**config.mk**
```make
export PLATFORM = sky130hd
export DESIGN_NAME = spart_rx_flat
export DESIGN_NICKNAME = d
export VERILOG_FILES = /design/src/rtl/spart_rx_if.sv /design/src/rtl/spart_rx.sv /design/src/flat_wrapper.sv
export SDC_FILE = /design/constraint.sdc
export NUM_CORES = 1
export LEC_CHECK = 0
export CAP_MARGIN = 25
export CORE_UTILIZATION = 50
export CTS_CLUSTER_DIAMETER = 60
export DETAILED_ROUTE_END_ITERATION = 7
export GPL_TIMING_DRIVEN = 0
export PLACE_DENSITY = 0.75
export RECOVER_POWER = 100
export SYNTH_ARGS = -nofsm -noshare
export SYNTH_HDL_FRONTEND = slang
export SYNTH_SLANG_ARGS = --single-unit
```
**constraint.sdc**
```tcl
create_clock -name clk -period 2.3 [get_ports clk]
set_input_delay 0.46 -clock clk [delete_from_list [all_inputs] [get_ports clk]]
set_output_delay 0.46 -clock clk [all_outputs]
set_load 0.05 [all_outputs]
```
**src/rtl/spart_rx_if.sv**
```systemverilog
`default_nettype none
// ============================================================================
// Module      : spart_rx_if
// Description : Bus-side bundle for the SPART receiver (baud tick, line, byte).
// Revision    : 1.0
// ============================================================================
interface spart_rx_if #(
    parameter int DATA_BITS = 8
);
    logic                 rx_baud_en;
    logic                 rxd;
    logic                 rd_ack;
    logic [DATA_BITS-1:0] rx_data;
    logic                 rda;
    logic                 framing_err;
    logic                 overrun;

    modport master (
        output rx_baud_en, rxd, rd_ack,
        input  rx_data, rda, framing_err, overrun
    );

    modport slave (
        input  rx_baud_en, rxd, rd_ack,
        output rx_data, rda, framing_err, overrun
    );
endinterface
`default_nettype wire

```
**src/rtl/spart_rx.sv**
```systemverilog
`default_nettype none
// ============================================================================
// Module      : spart_rx
// Description : 8N1 UART receiver with 16x oversampling and a one-byte holding
//               register carrying data-available, framing and overrun flags.
// Revision    : 1.0
// ============================================================================
module spart_rx #(
    parameter int OVERSAMPLE = 16,
    parameter int DATA_BITS  = 8
) (
    input  wire logic   clk,
    input  wire logic   rst_n,
    spart_rx_if.slave   bus
);

    localparam int TW = $clog2(OVERSAMPLE);
    localparam int BW = $clog2(DATA_BITS + 1);

    localparam logic [TW-1:0] c_TICK_LAST = TW'(OVERSAMPLE - 1);
    localparam logic [TW-1:0] c_TICK_MID  = TW'(OVERSAMPLE / 2 - 1);
    localparam logic [BW-1:0] c_BIT_LAST  = BW'(DATA_BITS - 1);

    typedef enum logic [1:0] {
        S_IDLE  = 2'd0,
        S_START = 2'd1,
        S_DATA  = 2'd2,
        S_STOP  = 2'd3
    } state_t;

    state_t               r_state, w_state_nxt;
    logic [TW-1:0]        r_tick,  w_tick_nxt;
    logic [BW-1:0]        r_bit,   w_bit_nxt;
    logic [DATA_BITS-1:0] r_shift, w_shift_nxt;
    logic                 w_done;

    logic [1:0]           r_sync;
    logic                 w_line;

    logic [DATA_BITS-1:0] r_rx_data;
    logic                 r_rda;
    logic                 r_framing_err;
    logic                 r_overrun;

    assign w_line = r_sync[1];

    always_ff @(posedge clk or negedge rst_n) begin
        if (!rst_n) begin
            r_sync <= 2'b11;
        end else begin
            r_sync <= {r_sync[0], bus.rxd};
        end
    end

    always_ff @(posedge clk or negedge rst_n) begin
        if (!rst_n) begin
            r_state <= S_IDLE;
            r_tick  <= '0;
            r_bit   <= '0;
            r_shift <= '0;
        end else begin
            r_state <= w_state_nxt;
            r_tick  <= w_tick_nxt;
            r_bit   <= w_bit_nxt;
            r_shift <= w_shift_nxt;
        end
    end

    // Everything below only moves on baud ticks; between ticks the state holds.
    always_comb begin
        w_state_nxt = r_state;
        w_tick_nxt  = r_tick;
        w_bit_nxt   = r_bit;
        w_shift_nxt = r_shift;
        w_done      = 1'b0;
        if (bus.rx_baud_en) begin
            case (r_state)
                S_IDLE: begin
                    if (!w_line) begin
                        w_state_nxt = S_START;
                        w_tick_nxt  = '0;
                    end
                end
                S_START: begin
                    if (r_tick == c_TICK_MID) begin
                        w_tick_nxt = '0;
                        if (!w_line) begin
                            w_state_nxt = S_DATA;
                            w_bit_nxt   = '0;
                        end else begin
                            w_state_nxt = S_IDLE;
                        end
                    end else begin
                        w_tick_nxt = r_tick + 1'b1;
                    end
                end
                S_DATA: begin
                    if (r_tick == c_TICK_LAST) begin
                        w_tick_nxt  = '0;
                        w_shift_nxt = {w_line, r_shift[DATA_BITS-1:1]};
                        w_bit_nxt   = r_bit + 1'b1;
                        if (r_bit == c_BIT_LAST) begin
                            w_state_nxt = S_STOP;
                        end
                    end else begin
                        w_tick_nxt = r_tick + 1'b1;
                    end
                end
                S_STOP: begin
                    if (r_tick == c_TICK_LAST) begin
                        w_tick_nxt  = '0;
                        w_state_nxt = S_IDLE;
                        w_done      = 1'b1;
                    end else begin
                        w_tick_nxt = r_tick + 1'b1;
                    end
                end
                default: begin
                    w_state_nxt = S_IDLE;
                    w_tick_nxt  = '0;
                end
            endcase
        end
    end

    // An acknowledge in the completion cycle frees the holding register in time.
    always_ff @(posedge clk or negedge rst_n) begin
        if (!rst_n) begin
            r_rx_data     <= '0;
            r_rda         <= 1'b0;
            r_framing_err <= 1'b0;
            r_overrun     <= 1'b0;
        end else if (w_done) begin
            if (!r_rda || bus.rd_ack) begin
                r_rx_data     <= r_shift;
                r_rda         <= 1'b1;
                r_framing_err <= ~w_line;
            end else begin
                r_overrun <= 1'b1;
            end
        end else if (bus.rd_ack) begin
            r_rda         <= 1'b0;
            r_framing_err <= 1'b0;
            r_overrun     <= 1'b0;
        end
    end

    assign bus.rx_data     = r_rx_data;
    assign bus.rda         = r_rda;
    assign bus.framing_err = r_framing_err;
    assign bus.overrun     = r_overrun;

endmodule
`default_nettype wire
```
**src/flat_wrapper.sv**
```systemverilog
// flat-port wrapper written by rule: the top's interface ports become plain ports
module spart_rx_flat 
#(
    parameter int OVERSAMPLE = 16,
    parameter int DATA_BITS  = 8
)
  (clk, rst_n, bus_rx_baud_en, bus_rxd, bus_rd_ack, bus_rx_data, bus_rda, bus_framing_err, bus_overrun);
  spart_rx_if #(.DATA_BITS(DATA_BITS)) bus_i ();
  input  wire logic clk;
  input  wire logic rst_n;
  input wire logic [$bits(bus_i.rx_baud_en)-1:0] bus_rx_baud_en;
  input wire logic [$bits(bus_i.rxd)-1:0] bus_rxd;
  input wire logic [$bits(bus_i.rd_ack)-1:0] bus_rd_ack;
  output wire logic [$bits(bus_i.rx_data)-1:0] bus_rx_data;
  output wire logic [$bits(bus_i.rda)-1:0] bus_rda;
  output wire logic [$bits(bus_i.framing_err)-1:0] bus_framing_err;
  output wire logic [$bits(bus_i.overrun)-1:0] bus_overrun;
  assign bus_i.rx_baud_en = bus_rx_baud_en;
  assign bus_i.rxd = bus_rxd;
  assign bus_i.rd_ack = bus_rd_ack;
  assign bus_rx_data = bus_i.rx_data;
  assign bus_rda = bus_i.rda;
  assign bus_framing_err = bus_i.framing_err;
  assign bus_overrun = bus_i.overrun;
  spart_rx #(.OVERSAMPLE(OVERSAMPLE), .DATA_BITS(DATA_BITS)) u_core (.clk(clk), .rst_n(rst_n), .bus(bus_i));
endmodule
```
==> metrics, run 1 <==
Worst setup SP type=primary input; top area cells in the synthesized netlist=dfrtp_1 (52%), mux2_2 (14%), dfstp_2 (3.8%); number of setup violations in the final report=0; simple-gate portion of the synthesized area=12.1%; Synth Flop Type=dfrtp_1; fraction of the yosys area taken by sequential cells=56.2%; Final WS setup=0.206 ns; Core ar.=2540 um2; Ys Warns=0; final antenna-violating net count=0; layout cell share with drive strength beyond 1=22.7%; final instance area=1660 um2; period utilization=91.0%; Seq cells post-synth=31; initial antenna violation count=0; RSZ-0062 raised after global routing=false; Worst setup EP type=register; Wirelength per Cell=14.1 um; CP max-delay cell=clkdlybuf4s50_1; area occupied by multi-input gates=569 um2; die area=2980 um2; placed insts=154; status=finished clean; Sequential Area=778 um2; chip height=54.6 um; Post-synth EDFFs=0; Leakage=0.774 nW; post-route minimum period=2.09 ns; Required @ worst endpoint=2.50 ns; pwr/cell area=857 nW/um2; Rel. slew slack=40.8%; cell chain of the critical path=clkdlybuf4s50_1 > nand4_1 > nor3b_4 > mux2_2; Top Family by Delay on Critical Path=simple AND/OR/NAND/NOR gates; vias in the first global route=844; max_cap viols=0; Crit Path Max Fanout=9; port buffer count=15; cell taking the most area after synthesis=dfrtp_1; total CTS buffers=5; Final nets=138; post-synthesis xor/xnor area fraction=0.632%; Mapped Area=1390 um2; via count=908; DP Worst Slack=-0.0234 ns; Initial DRT Pass Iterations=4; CTS max path bufs=2; Placed Area=1600 um2; Synth async-reset ratio=100%; Ports=16; Slew Limit Fails=0; # DRC=0; Reg clk slew, reported paths=0.09 ns; Worst Tran Pin Value=0.889 ns; FMAX=478 MHz; cell count after synthesis=108; global-route wire length before repair=3860 um; hold crit path type=reg2reg; initial core utilization=54.4%; fillers=211; Final Non-Filler Cells=162; total global-route track usage=18.8%; clock sink count=31; Critical Path AT=2.30 ns; area share of fa/ha/maj cells after synthesis=1.81%; ANT cells=0; number of DRC markers in iteration 0=9; Clock H-tree levels=2; area fraction in compound gates after synthesis=11.7%; DP HPWL=1670 um; # rows=18; die width=54.6 um; Peak VDD IR=628 uV; P&R area growth vs syn=19.6%; Post-Synthesis Net Count=115; GRT overflow=0; Syn Area/Cell=12.8 um2; Setup TNS=0 ns; largest net degree at the start of global routing=18; Clock Latency Late Sink=0.32 ns; Slowest Stage Delay on Critical Path=0.57 ns; postcts setup bufs=0; post-synth cell types=38; routability congestion estimate=0.696; post-CTS sizing=0; Final Hold Vio Count=0; Post-Route WL=2290 um; Root Buffer=clkbuf_4; Setup CP Type=in2reg; Via density=5.60; mux share of post-synthesis cell area=15.3%; crit path buf inv count=1; top-area cell type share of the netlist area=52.4%; CTS Hold Bufs=0; largest family of logic cells by synthesized area=multiplexers; CTS tree=yes; worst clock skew=0.0116 ns
==> per-stage QoR <==
| step | util (%) | hold WS [ns] | total power (W) |
|---|---|---|---|
| after floorplan | - | 0.164 | 0.000912 |
| after global placement | 61.8 | 0.347 | 0.000981 |
| after detailed placement | 62.9 | 0.351 | 0.00100 |
| after CTS | 66.3 | 0.365 | 0.00144 |
| after global routing | 65.1 | 0.374 | 0.00151 |
| final | 65.1 | 0.368 | 0.00142 |
==> synth_stat cells (all sizes together) (3+ instances only) <==
library cell	instances
nand2b	3
inv	5
dfrtp	29
nand2	4
nand3	4
nor2b	3
o21ai	6
mux2	17
nor2	3
==> sequential cells by signal, summed over array words and instances (netlist names), named ones only <==
name,flops
u_core.r_state,1
u_core.bus.overrun,1
u_core.r_tick,4
u_core.r_shift,8
u_core.bus.framing_err,1
u_core.r_sync,2
u_core.bus.rx_data,8
u_core.bus.rda,1
u_core.r_bit,4
==> worst reg2reg max path, stage by stage (launching register included) <==
cell	delay [ns]
dfrtp_1	0.40
ha_1	0.25
nand4_1	0.29
nor3b_4	0.57
mux2_2	0.39
==> layout by cell type (no fill, tap or decap), drive strengths merged, types with 3 or more instances in the layout <==
master and n:
mux2 17, nor2b 3, nand2 4, dfrtp 29, inv 5, clkbuf 7, nor2 3, nand3 4
dlygate4sd3 13, nand2b 3, o21ai 6
==> area by class of cell <==
class | instances | area share [%]
plain buffers | 2 | 0.755
multi-input cells | 70 | 34.4
inverters | 5 | 1.13
flip-flops and latches | 31 | 47.0
well taps | 30 | 2.27
clock inverters | 2 | 2.11
repair buffers | 16 | 9.29
clock buffers | 6 | 3.10
==> cells by family after synthesis <==
family,after synthesis
compound gates,22
xor+xnor,1
fa+ha+maj,2
buf+inv,7
flops,31
mux,19
simple gates,26
==> path summary, 6_finish.rpt <==
| path | cells after the start | end | startpoint | slack, ns |
|---|---|---|---|---|
| min in group asynchronous | 1 | u_core.r_tick[2] | rst_n | 0.60 |
| worst max-delay path | 4 | u_core.bus.rx_data[1] | bus_rx_baud_en | 0.21 |
| worst min register to register | 0 | u_core.r_sync[1] | u_core.r_sync[0] | 0.37 |
| worst max register to register | 4 | u_core.bus.rx_data[1] | u_core.r_tick[0] | 0.30 |
| max in group asynchronous | 2 | u_core.r_shift[1] | rst_n | 0.48 |
| worst min-delay path | 0 | u_core.r_sync[1] | u_core.r_sync[0] | 0.37 |
==> power breakdown <==
part	switching [W]	internal, W
clock	0.000182	0.000257
combinational	0.000176	0.000129
sequential	0.0000657	0.000611
total	0.000423	0.000997
==> routing by layer <==
| layer | GRT usage (%) | share of wire, % | up-vias | wire length [um] |
|---|---|---|---|---|
| li1 | - | - | 447 | - |
| met5 | 0 | 0 | - | 0 |
| met2 | 26.1 | 45 | 16 | 1020 |
| met3 | 6.94 | 3.6 | 0 | 82 |
| met4 | 6.41 | 0 | 0 | 0 |
| met1 | 26.7 | 52 | 445 | 1180 |
Note: power is estimated with default switching activity, not from simulation.
==> run 2, diff against run 1 <==
Settings changed: PLACE_DENSITY 0.75 to 0.82.
==> metrics, run 2 (synthesis gave the netlist of run 1 again) <==
status=finished clean; FMAX=487 MHz; total global-route track usage=20.1%; Final WS setup=0.246 ns; postcts setup bufs=0; Via density=5.76; number of setup violations in the final report=0; P&R area growth vs syn=18.6%; DP HPWL=1760 um; GRT overflow=0; Core ar.=2540 um2; # DRC=0; Critical Path AT=2.28 ns; # rows=18; via count=933; Clock H-tree levels=2; Worst setup SP type=primary input; Wirelength per Cell=14.8 um; post-CTS sizing=0; final core occ=64.6%; Ports=16; Worst Tran Pin Value=0.889 ns; Slew Limit Fails=0; Post-Route WL=2400 um; Final nets=138; total power=0.00135 W; ANT cells=0; initial core utilization=54.4%; Crit Path Max Fanout=9; post-route minimum period=2.05 ns; pwr/cell area=823 nW/um2; hold crit path type=reg2reg; Rel. slew slack=40.7%; initial antenna violation count=0; die width=54.6 um; clock sink count=31; Final Hold Vio Count=0; most common cell after layout, fill and taps aside=dfrtp_1; die area=2980 um2; RSZ-0062 raised after global routing=false; Reg clk slew, reported paths=0.09 ns; DP Worst Slack=-0.00550 ns; final antenna-violating net count=0; port buffer count=15; Clock Latency Late Sink=0.33 ns; largest net degree at the start of global routing=17; CTS Hold Bufs=0; routability congestion estimate=0.771; vias in the first global route=894; CTS tree=yes; number of DRC markers in iteration 0=11; worst clock skew=0.00767 ns; CTS max path bufs=2; Worst setup EP type=register; Root Buffer=clkbuf_4; Final Non-Filler Cells=162; chip height=54.6 um; layout cell share with drive strength beyond 1=22.7%; placed insts=154; Required @ worst endpoint=2.52 ns; Initial DRT Pass Iterations=4; period utilization=89.3%; Peak VDD IR=698 uV; global-route wire length before repair=4080 um; fillers=194; Leakage=0.763 nW; Setup CP Type=in2reg; total CTS buffers=5; commonest non-fill, non-tap cells in the layout=dfrtp_1 (29), mux2_2 (17), dlygate4sd3_1 (13); max_cap viols=0
## run 2: cell types whose count changed in the layout (fill, tap and decap cells not counted)
cell,change
bufinv_16,-1
clkbuf_8,+1
clkinvlp_4,+1
clkinv_2,-1
## run 2: area by class of cell
cell class                 count  area, um2  area share, %
tap                           30       37.5           2.28
clock buffer                   7       65.1           3.96
multi-input combinational     70        569           34.7
buffer                         2       12.5          0.762
sequential                    31        778           47.4
timing repair buffer          16        154           9.37
clock inverter                 1       7.51          0.457
inverter                       5       18.8           1.14
## run 2: worst paths after layout
check | slack, ns | end | start | cells past startpoint
setup / recovery | 0.25 | u_core.bus.rx_data[1] | bus_rx_baud_en | 4
hold / removal | 0.37 | u_core.r_sync[1] | u_core.r_sync[0] | 0
setup reg to reg | 0.29 | u_core.bus.rx_data[1] | u_core.r_tick[0] | 4
hold reg to reg | 0.37 | u_core.r_sync[1] | u_core.r_sync[0] | 0
max in group asynchronous | 0.48 | u_core.bus.framing_err | rst_n | 2
min in group asynchronous | 0.60 | u_core.r_shift[2] | rst_n | 1
## run 2: power by group
group | leakage (nW) | switching [W] | internal [W]
Clock | 0.0375 | 0.000188 | 0.000178
Sequential | 0.409 | 0.0000680 | 0.000611
Combinational | 0.316 | 0.000180 | 0.000128
Total | 0.763 | 0.000436 | 0.000917
## run 2: worst max-delay path, cell delays in order
cell and delay, ns:
clkdlybuf4s50_1 0.57, nand4_1 0.32, nor3b_4 0.54, mux2_2 0.39
## run 2: routing by layer
layer | part of all wire, % | GRT usage [%] | vias up
li1 | - | - | 446
met1 | 46 | 27.3 | 453
met2 | 48 | 29.5 | 26
met3 | 3.5 | 4.17 | 8
met4 | 2.5 | 11.5 | 0
met5 | 0 | 0 | -
## run 2: through the flow
stage	area (um2)	hold slack (ns)	setup TNS, ns
after detailed placement	1600	0.347	-0.0113
final	1640	0.368	0
after global routing	1640	0.376	0
after CTS	1670	0.367	0
after global placement	1570	0.349	0
after floorplan	1390	0.164	0
